## config.mk

```make
export PLATFORM = sky130hd
export DESIGN_NAME = seg_scan_driver
export DESIGN_NICKNAME = d
export VERILOG_FILES = /design/src/rtl/seg_scan_driver.sv
export SDC_FILE = /design/constraint.sdc
export NUM_CORES = 1
export LEC_CHECK = 0
export BUFFER_PORTS_ARGS = -buffer_cell sky130_fd_sc_hd__buf_4
export CAP_MARGIN = 0
export CORE_MARGIN = 2
export CORE_UTILIZATION = 60
export DETAILED_ROUTE_END_ITERATION = 12
export PLACE_DENSITY = 0.9
export SLEW_MARGIN = 30
export SYNTH_ARGS = -nofsm -noshare
export SYNTH_HDL_FRONTEND = slang
export SYNTH_SLANG_ARGS = --single-unit
```

## constraint.sdc

```tcl
create_clock -name clk -period 2.4 [get_ports clk]
set_input_delay 0.36 -clock clk [delete_from_list [all_inputs] [get_ports clk]]
set_output_delay 0.36 -clock clk [all_outputs]
set_load 0.02 [all_outputs]
```

## src/rtl/seg_scan_driver.sv

```systemverilog
// Multiplexed 8-digit seven-segment driver: battery level (BCD), gear and charge dot.
// Optional macro LEADING_ZERO_BLANK_EN suppresses a zero tens digit.
module seg_scan_driver #(
    parameter int SCAN_DIV  = 1000,
    parameter int BLINK_DIV = 250000,
    parameter int LOW_BATT  = 10
) (
    input  logic       clk,
    input  logic       rst_n,
    input  logic [6:0] battery,
    input  logic [1:0] gear,
    input  logic       charging,
    output logic [7:0] seg,
    output logic [7:0] dig_sel
);

    localparam int SCAN_W  = $clog2(SCAN_DIV);
    localparam int BLINK_W = (BLINK_DIV > 1) ? $clog2(BLINK_DIV) : 1;
    localparam logic [SCAN_W-1:0]  SCAN_MAX   = SCAN_W'(SCAN_DIV - 1);
    localparam logic [BLINK_W-1:0] BLINK_MAX  = BLINK_W'(BLINK_DIV - 1);
    localparam logic [6:0]         LOW_BATT_V = 7'(LOW_BATT);

    localparam logic [1:0] ST_IDLE = 2'd0;
    localparam logic [1:0] ST_CONV = 2'd1;
    localparam logic [1:0] ST_DONE = 2'd2;

    function automatic logic [6:0] seg_encode(input logic [3:0] digit);
        logic [6:0] enc;
        case (digit)
            4'd0:    enc = 7'h3F;
            4'd1:    enc = 7'h06;
            4'd2:    enc = 7'h5B;
            4'd3:    enc = 7'h4F;
            4'd4:    enc = 7'h66;
            4'd5:    enc = 7'h6D;
            4'd6:    enc = 7'h7D;
            4'd7:    enc = 7'h07;
            4'd8:    enc = 7'h7F;
            4'd9:    enc = 7'h6F;
            default: enc = 7'h00;
        endcase
        return enc;
    endfunction

    function automatic logic [6:0] clamp_battery(input logic [6:0] raw);
        return (raw > 7'd99) ? 7'd99 : raw;
    endfunction

    logic [SCAN_W-1:0]  scan_cnt_q, scan_cnt_d;
    logic [2:0]         digit_idx_q, digit_idx_d;
    logic [BLINK_W-1:0] blink_cnt_q, blink_cnt_d;
    logic               blink_phase_q, blink_phase_d;
    logic [6:0]         snap_battery_q, snap_battery_d;
    logic [1:0]         snap_gear_q, snap_gear_d;
    logic               snap_charging_q, snap_charging_d;
    logic [1:0]         state_q, state_d;
    logic [6:0]         rem_q, rem_d;
    logic [3:0]         tens_q, tens_d;
    logic [3:0]         disp_tens_q, disp_tens_d;
    logic [3:0]         disp_ones_q, disp_ones_d;
    logic [7:0]         seg_q, seg_d;
    logic [7:0]         dig_sel_q, dig_sel_d;
    logic               scan_tc_s, frame_s, blink_tc_s, blank_s;

    // Scan and blink timebases plus frame-boundary snapshot.
    always_comb begin
        scan_tc_s   = (scan_cnt_q == SCAN_MAX);
        frame_s     = scan_tc_s && (digit_idx_q == 3'd7);
        blink_tc_s  = (blink_cnt_q == BLINK_MAX);
        scan_cnt_d  = scan_tc_s ? '0 : scan_cnt_q + SCAN_W'(1);
        digit_idx_d = scan_tc_s ? digit_idx_q + 3'd1 : digit_idx_q;
        blink_cnt_d = blink_tc_s ? '0 : blink_cnt_q + BLINK_W'(1);
        blink_phase_d = blink_tc_s ? ~blink_phase_q : blink_phase_q;
        if (frame_s) begin
            snap_battery_d  = clamp_battery(battery);
            snap_gear_d     = gear;
            snap_charging_d = charging;
        end else begin
            snap_battery_d  = snap_battery_q;
            snap_gear_d     = snap_gear_q;
            snap_charging_d = snap_charging_q;
        end
    end

    // Repeated-subtraction BCD conversion; a frame boundary always restarts it.
    always_comb begin
        state_d     = state_q;
        rem_d       = rem_q;
        tens_d      = tens_q;
        disp_tens_d = disp_tens_q;
        disp_ones_d = disp_ones_q;
        if (frame_s) begin
            state_d = ST_CONV;
            rem_d   = clamp_battery(battery);
            tens_d  = 4'd0;
        end else begin
            case (state_q)
                ST_IDLE: state_d = ST_IDLE;
                ST_CONV: begin
                    if (rem_q >= 7'd10) begin
                        rem_d  = rem_q - 7'd10;
                        tens_d = tens_q + 4'd1;
                    end else begin
                        state_d = ST_DONE;
                    end
                end
                ST_DONE: begin
                    disp_tens_d = tens_q;
                    disp_ones_d = rem_q[3:0];
                    state_d     = ST_IDLE;
                end
                default: state_d = ST_IDLE;
            endcase
        end
    end

    // Segment pattern for the digit currently selected; registered with dig_sel.
    always_comb begin
        blank_s   = (snap_battery_q < LOW_BATT_V) && !snap_charging_q && !blink_phase_q;
        dig_sel_d = ~(8'b0000_0001 << digit_idx_q);
        case (digit_idx_q)
            3'd0: begin
                if (blank_s) begin
                    seg_d = 8'h00;
                end else begin
                    seg_d = {snap_charging_q, seg_encode(disp_ones_q)};
                end
            end
            3'd1: begin
                if (blank_s) begin
                    seg_d = 8'h00;
                end else begin
`ifdef LEADING_ZERO_BLANK_EN
                    seg_d = (disp_tens_q == 4'd0) ? 8'h00 : {1'b0, seg_encode(disp_tens_q)};
`else
                    seg_d = {1'b0, seg_encode(disp_tens_q)};
`endif
                end
            end
            3'd3:    seg_d = {1'b0, seg_encode({2'b00, snap_gear_q})};
            default: seg_d = 8'h00;
        endcase
    end

    // State registers.
    always_ff @(posedge clk or negedge rst_n) begin
        if (!rst_n) begin
            scan_cnt_q      <= '0;
            digit_idx_q     <= 3'd0;
            blink_cnt_q     <= '0;
            blink_phase_q   <= 1'b1;
            snap_battery_q  <= 7'd0;
            snap_gear_q     <= 2'd0;
            snap_charging_q <= 1'b0;
            state_q         <= ST_IDLE;
            rem_q           <= 7'd0;
            tens_q          <= 4'd0;
            disp_tens_q     <= 4'd0;
            disp_ones_q     <= 4'd0;
            seg_q           <= 8'h00;
            dig_sel_q       <= 8'hFF;
        end else begin
            scan_cnt_q      <= scan_cnt_d;
            digit_idx_q     <= digit_idx_d;
            blink_cnt_q     <= blink_cnt_d;
            blink_phase_q   <= blink_phase_d;
            snap_battery_q  <= snap_battery_d;
            snap_gear_q     <= snap_gear_d;
            snap_charging_q <= snap_charging_d;
            state_q         <= state_d;
            rem_q           <= rem_d;
            tens_q          <= tens_d;
            disp_tens_q     <= disp_tens_d;
            disp_ones_q     <= disp_ones_d;
            seg_q           <= seg_d;
            dig_sel_q       <= dig_sel_d;
        end
    end

    assign seg     = seg_q;
    assign dig_sel = dig_sel_q;

endmodule
```

* Word level (Yosys, flattened, before mapping)
Memory sizes are Yosys's and may differ from the RTL's.
Cells that the tools add are included.
** Word-level totals
- Register bits after elaboration :: 79
- Bits in read-only memories :: 224
- Input port bits :: 12
- Output and inout bits :: 16
- Word-level logic and storage cells :: 66
- Memories :: 2
** Memory list
- (no name shown) :: depth 16, width 7, rd ports 1, clocked after Yosys merged registers in 0, write ports 0, line 29 : case (digit)
- (no name shown) :: depth 16, width 7, rd ports 1, clocked after Yosys merged registers in 0, write ports 0, line 29
** Cells by class
- Add/subtract/negate cells :: 5
- $lt $le $gt $ge :: 3
- Equal/unequal tests :: 11
- Shift-type cells :: 1
- Mux-type cells :: 16
- Bitwise logic cells :: 3
- Reduce and logical (&&, ||, !) cells :: 11
** Operators with widths (count)
- $mux 7 :: 5
- $pmux 7 s4 :: 1
- $pmux 8 s3 :: 1
- $add 18x1->18 const B :: 1
- $eq 18x18->1 const B :: 1
- $mux 18 :: 1
- $mux 4 :: 3
- $add 10x1->10 const B :: 1
- $eq 10x10->1 const B :: 1
- $mux 10 :: 1
- $mux 8 :: 1
- $not 8->8 :: 1
- $shl 1x3->8 const A :: 1
- $ge 7x4->1 const B :: 1
- $gt 7x7->1 const B :: 1
- $lt 7x4->1 const B :: 1
- $sub 7x4->7 const B :: 1
- $eq 2x2->1 const B :: 3
- $mux 2 :: 3
- $add 4x1->4 const B :: 1
- $eq 2x1->1 const B :: 2
- $reduce_and 2->1 :: 2
- $reduce_bool 2->1 :: 2
- $add 3x1->3 const B :: 1
- other kinds (9) :: 13

* Logic depth before layout (Yosys ltp)
- Depth in word-level cells :: 5
- Mapped depth :: 7
- Mapped depth without buffers :: 6

* Least setup slack after synthesis
Ideal clock, no wire load.
- Path type :: register to register
- Start :: register scan_cnt_q[0]
- End :: register disp_ones_q[0]
- Library setup time :: 0.125 ns
- Arrival :: 1.602 ns
- Required time :: 2.275 ns
- Slack :: 0.673 ns
- Stages on the path, launching flop included :: 6
- Buffers on the path :: 0
- Period minus slack after synthesis :: 1.727 ns
- Cell sequence :: dfrtp_1 > ha_1 > and4b_1 > nand4_1 > nand3b_1 > mux2_2
** Between the ends
- Longest elaborated chain between the ends :: 4
** Ends and longest elaborated chain
- start: declaration :: line 49 : logic [SCAN_W-1:0] scan_cnt_q, scan_cnt_d;
- start signal: assignment :: line 163 : scan_cnt_q <= scan_cnt_d;
- $eq 10x10->1 :: line 67 : scan_tc_s = (scan_cnt_q == SCAN_MAX);
- $logic_and 1x1->1 :: line 68 : frame_s = scan_tc_s && (digit_idx_q == 3'd7);
- $not 1->1 (no source line)
- $reduce_and 2->1 (no source line)
- end signal: assignment :: line 174 : disp_ones_q <= disp_ones_d;
- end: declaration :: line 60 : logic [3:0] disp_ones_q, disp_ones_d;
No other way between the ends.
A chain may end at the register's enable or synchronous reset.

* Worst setup path after layout
- Start :: register blink_cnt_q[0]
- End :: register blink_cnt_q[16]
** Between the ends
- Longest elaborated chain between the ends :: 2
- Elaborated cells on any way between the ends :: 3
- Classes of those cells :: 1 x add/sub; 1 x eq/ne; 1 x mux
** Ends and longest elaborated chain
- start: declaration :: line 51 : logic [BLINK_W-1:0] blink_cnt_q, blink_cnt_d;
- start signal: assignment :: line 165 : blink_cnt_q <= blink_cnt_d;
- $add 18x1->18 or $eq 18x18->1 (tied branches) :: line 72, 69
- $mux 18 (*) :: line 72 : blink_cnt_d = blink_tc_s ? '0 : blink_cnt_q + BLINK_W'(1);
- net blink_cnt_d[16] :: line 51
The timed path passes the listed nets; every way through them passes the cells marked *.

==> results.md <==
* Synth Warn # at 0
* Total count of max-transition violations in the final report at 0
* Shortest clock period the worst path allows after layout at 1900 ps
* Clock slew at reported path FFs at 70 ps
* Worst Skew at 6.97 ps
* Setup Buffers After CTS at 0
* Class of the worst hold path: in -> async
* Number of synthesized flops with an enable pin at 0
* Portion of synthesized cell area occupied by the leading cell type at 0.449
* CTS tree: built
* Final routed DRC violation total at 0
* Antenna diode count at 0
* Pre-CTS setup slack at 506 ps
* Post-layout nets at 439
* Total half-perimeter wirelength after legalization and detailed placement at roughly 5600 µm
* Least setup slack across all paths after layout at 496 ps
* Synthesized area divided by synthesized cell count at 10.3 µm²
* Unique masters post-synth at 49
* Root buffer cell: clkbuf_8
* Leakage at 0.00195 µW
* Setup TNS at 0 ps
* Number of vias per cell at 5.84
* Sequential element share of the synthesized area at 0.510
* Number of violations reported at the end of detailed-routing iteration 0 at between 150 and 200
* Syn Nets at 405
* Die Width at 84.1 µm
* Total routing resource utilization after global routing at 0.233
* Cell with the most instances after synthesis: dfrtp_1
* Boundary Pins at 28
* Setup crit start kind: flop
* Clock tree sinks at 78
* Worst voltage drop across the vdd grid at between 0.0003 and 0.0004 V
* Insertion delay of the later-clocked pin in the worst-skew pair at between 300 and 400 ps
* Pwr/cell area at 516 mW/mm²
* Number of antenna violations at the first check in global routing at 0
* Highest clock frequency the design can meet at 525 MHz
* Final setup violating endpoints at 0
* Vias in the first global route at 2791
* TritonRoute pass-1 iters at 4
* Count of buffers inserted at the top-level ports at 27
* Total Routed Length at 7590 µm
* Count of hold buffers inserted by post-cts repair at 0
* Gpl congestion at 0.838
* CP endpoint kind: flop
* Number of hold violations in the final report at 0
* Largest fanout on the critical path at 7
* Effective utilization at floorplan at 0.613
* Most common library cells after synthesis: dfrtp_1 (69), nand2_1 (39), inv_1 (24), o21ai_0 (23), nor2_1 (21)
* Critical path type: reg -> reg
* Core region area at 0.00628 mm²
* Max-slew headroom at the worst pin at 0.618
* Synthesized area at approximately 0.0038 mm²
* Detailed-route via count at 2854
* Maximum root-to-sink buffer count at 2
* Post-Syn Instances at 373
* Avg WL per Cell at 15.5 µm
* Overall power after layout at 2230 µW
* Synth top area cells: dfrtp_1 (45%), ha_1 (6.5%), dfstp_2 (6.1%), nand2_1 (3.8%), xor2_1 (3.4%)
* Series of cell instances along the critical path: ha_1 -> and3_1 -> nand3_1 -> or4_1 -> a21oi_1
* Total of flip-flops plus latches after synthesis at 78
* Antenna Violating Nets Remaining at 0
* Prevailing post-synth register cell: dfrtp_1
* Setup repair after global routing missed its margin: false
* Post-CTS resize count at 0
* Pin count of the biggest net entering global routing at 47
* Die outline height at 84.1 µm
* Transition time at the pin with the least slew margin at 573 ps
* CP Data Arrival Time at 2160 ps
* MaxCap Viol Count at 0
* Fraction of layout instances using a drive strength above 1 at 0.167
* Maximum cell stage delay along the critical path at 530 ps
* Area enclosed by the die boundary at 0.00707 mm²
* Synth async-reset ratio at 1.00
* Number of buffers inserted during clock tree synthesis at 9
* Final period util at 0.794
* H-tree Lvls at 3
* P&R area growth vs syn at 12.1%
* Status: completed
* Required time at the worst-slack endpoint at 2650 ps
* Std cell rows at 29
* Congestion Overflow GR at 0
* CP max-delay cell: or4_1
* Wire length of the first global-routing pass at 13000 µm
* Yosys top cell by area: dfrtp_1
metrics by stage:
stage	hold WS, ps	cell area [µm²]	std cells	util
final	14.5	4320	489	0.687
after global routing	59.0	4320	489	0.687
after CTS	24.6	4320	489	0.687
after detailed placement	399	4150	473	0.662
after global placement	393	4150	473	0.662
after floorplan	64.4	3850	373	-
cells in the final DEF, fill, tap and decap left out, types with 2 or more instances in the layout:
master     instances
buf_4             34
clkbuf_1           5
a21oi_1           14
a22oi_1            2
o22ai_1            6
mux2i_1            5
dfrtp_1           69
nor2b_1            7
o211ai_1           2
nor2_1            21
mux2_2             7
nand2b_1           7
ha_1              20
o31ai_1            4
xnor2_1           11
dfstp_2            9
o21ai_0           23
nand2_1           39
or4_1              2
or3_1              4
o2111ai_1          2
nand4_1            6
xor2_1            15
o22a_1             5
nor3_1             9
nor4b_1            3
and2_1             4
and4_1             2
clkbuf_8          10
and3_1             7
nand3_1           14
inv_1             24
or2_2              2
worst max-delay path: cells and delay by family, from the launching register on:
kind	cells	cell delay (ps)
adders and majority gates	1	190
DFF	1	400
and+or+nand+nor	3	1040
AOI/OAI and AO/OA	1	190
metal layers:
metal	wire [µm]	up-vias	GRT usage
met4	189	0	0.0924
met3	259	19	0.0495
met2	3920	65	0.399
met1	3220	1410	0.288
li1	-	1360	-
met5	0	-	0
registers in the layout, summed over array words and instances (netlist names), 6 cells and up:
| signal | flops |
|---|---|
| dig_sel | 8 |
| snap_battery_q | 6 |
| blink_cnt_q | 18 |
| seg | 8 |
| scan_cnt_q | 10 |
| rem_q | 7 |
power breakdown:
| part | leakage [µW] | switching [µW] | total (µW) | internal [µW] |
|---|---|---|---|---|
| Clock | 0.0000817 | 435 | 841 | 405 |
| Combinational | 0.000946 | 43.1 | 63.9 | 20.8 |
| Sequential | 0.000927 | 2.61 | 1320 | 1320 |
| Total | 0.00195 | 481 | 2230 | 1740 |
layout make-up:
| class | instances | area [µm²] |
|---|---|---|
| clock inverter | 1 | 5.00 |
| timing repair buffer | 34 | 255 |
| fill | 458 | 1960 |
| multi-input combinational | 260 | 1750 |
| tap | 77 | 96.3 |
| inverter | 24 | 90.1 |
| clock buffer | 15 | 156 |
| sequential | 78 | 1960 |
final timing paths:
kind / from / cells after the start / to / slack [ps]
max: blink_cnt_q[0] / 5 / blink_cnt_q[16] / 500
min: rst_n / 1 / seg[2] / 10
max reg2reg: blink_cnt_q[0] / 5 / blink_cnt_q[16] / 500
min reg2reg: snap_battery_q[4] / 2 / snap_battery_q[4] / 490
max in group asynchronous: rst_n / 2 / blink_phase_q / 1670
min in group clk: charging / 3 / snap_charging_q / 210
cell families after synthesis:
family,count (synthesis),share of synthesized area
and+or+nand+nor,135,0.184
buffers and inverters,35,0.0371
muxes,12,0.0335
AOI/OAI and AO/OA,67,0.112
DFF,78,0.510
xor gates and xnor gates,26,0.0592
adders and majority gates,20,0.0650
No activity file was read; power rests on OpenSTA's default activity.
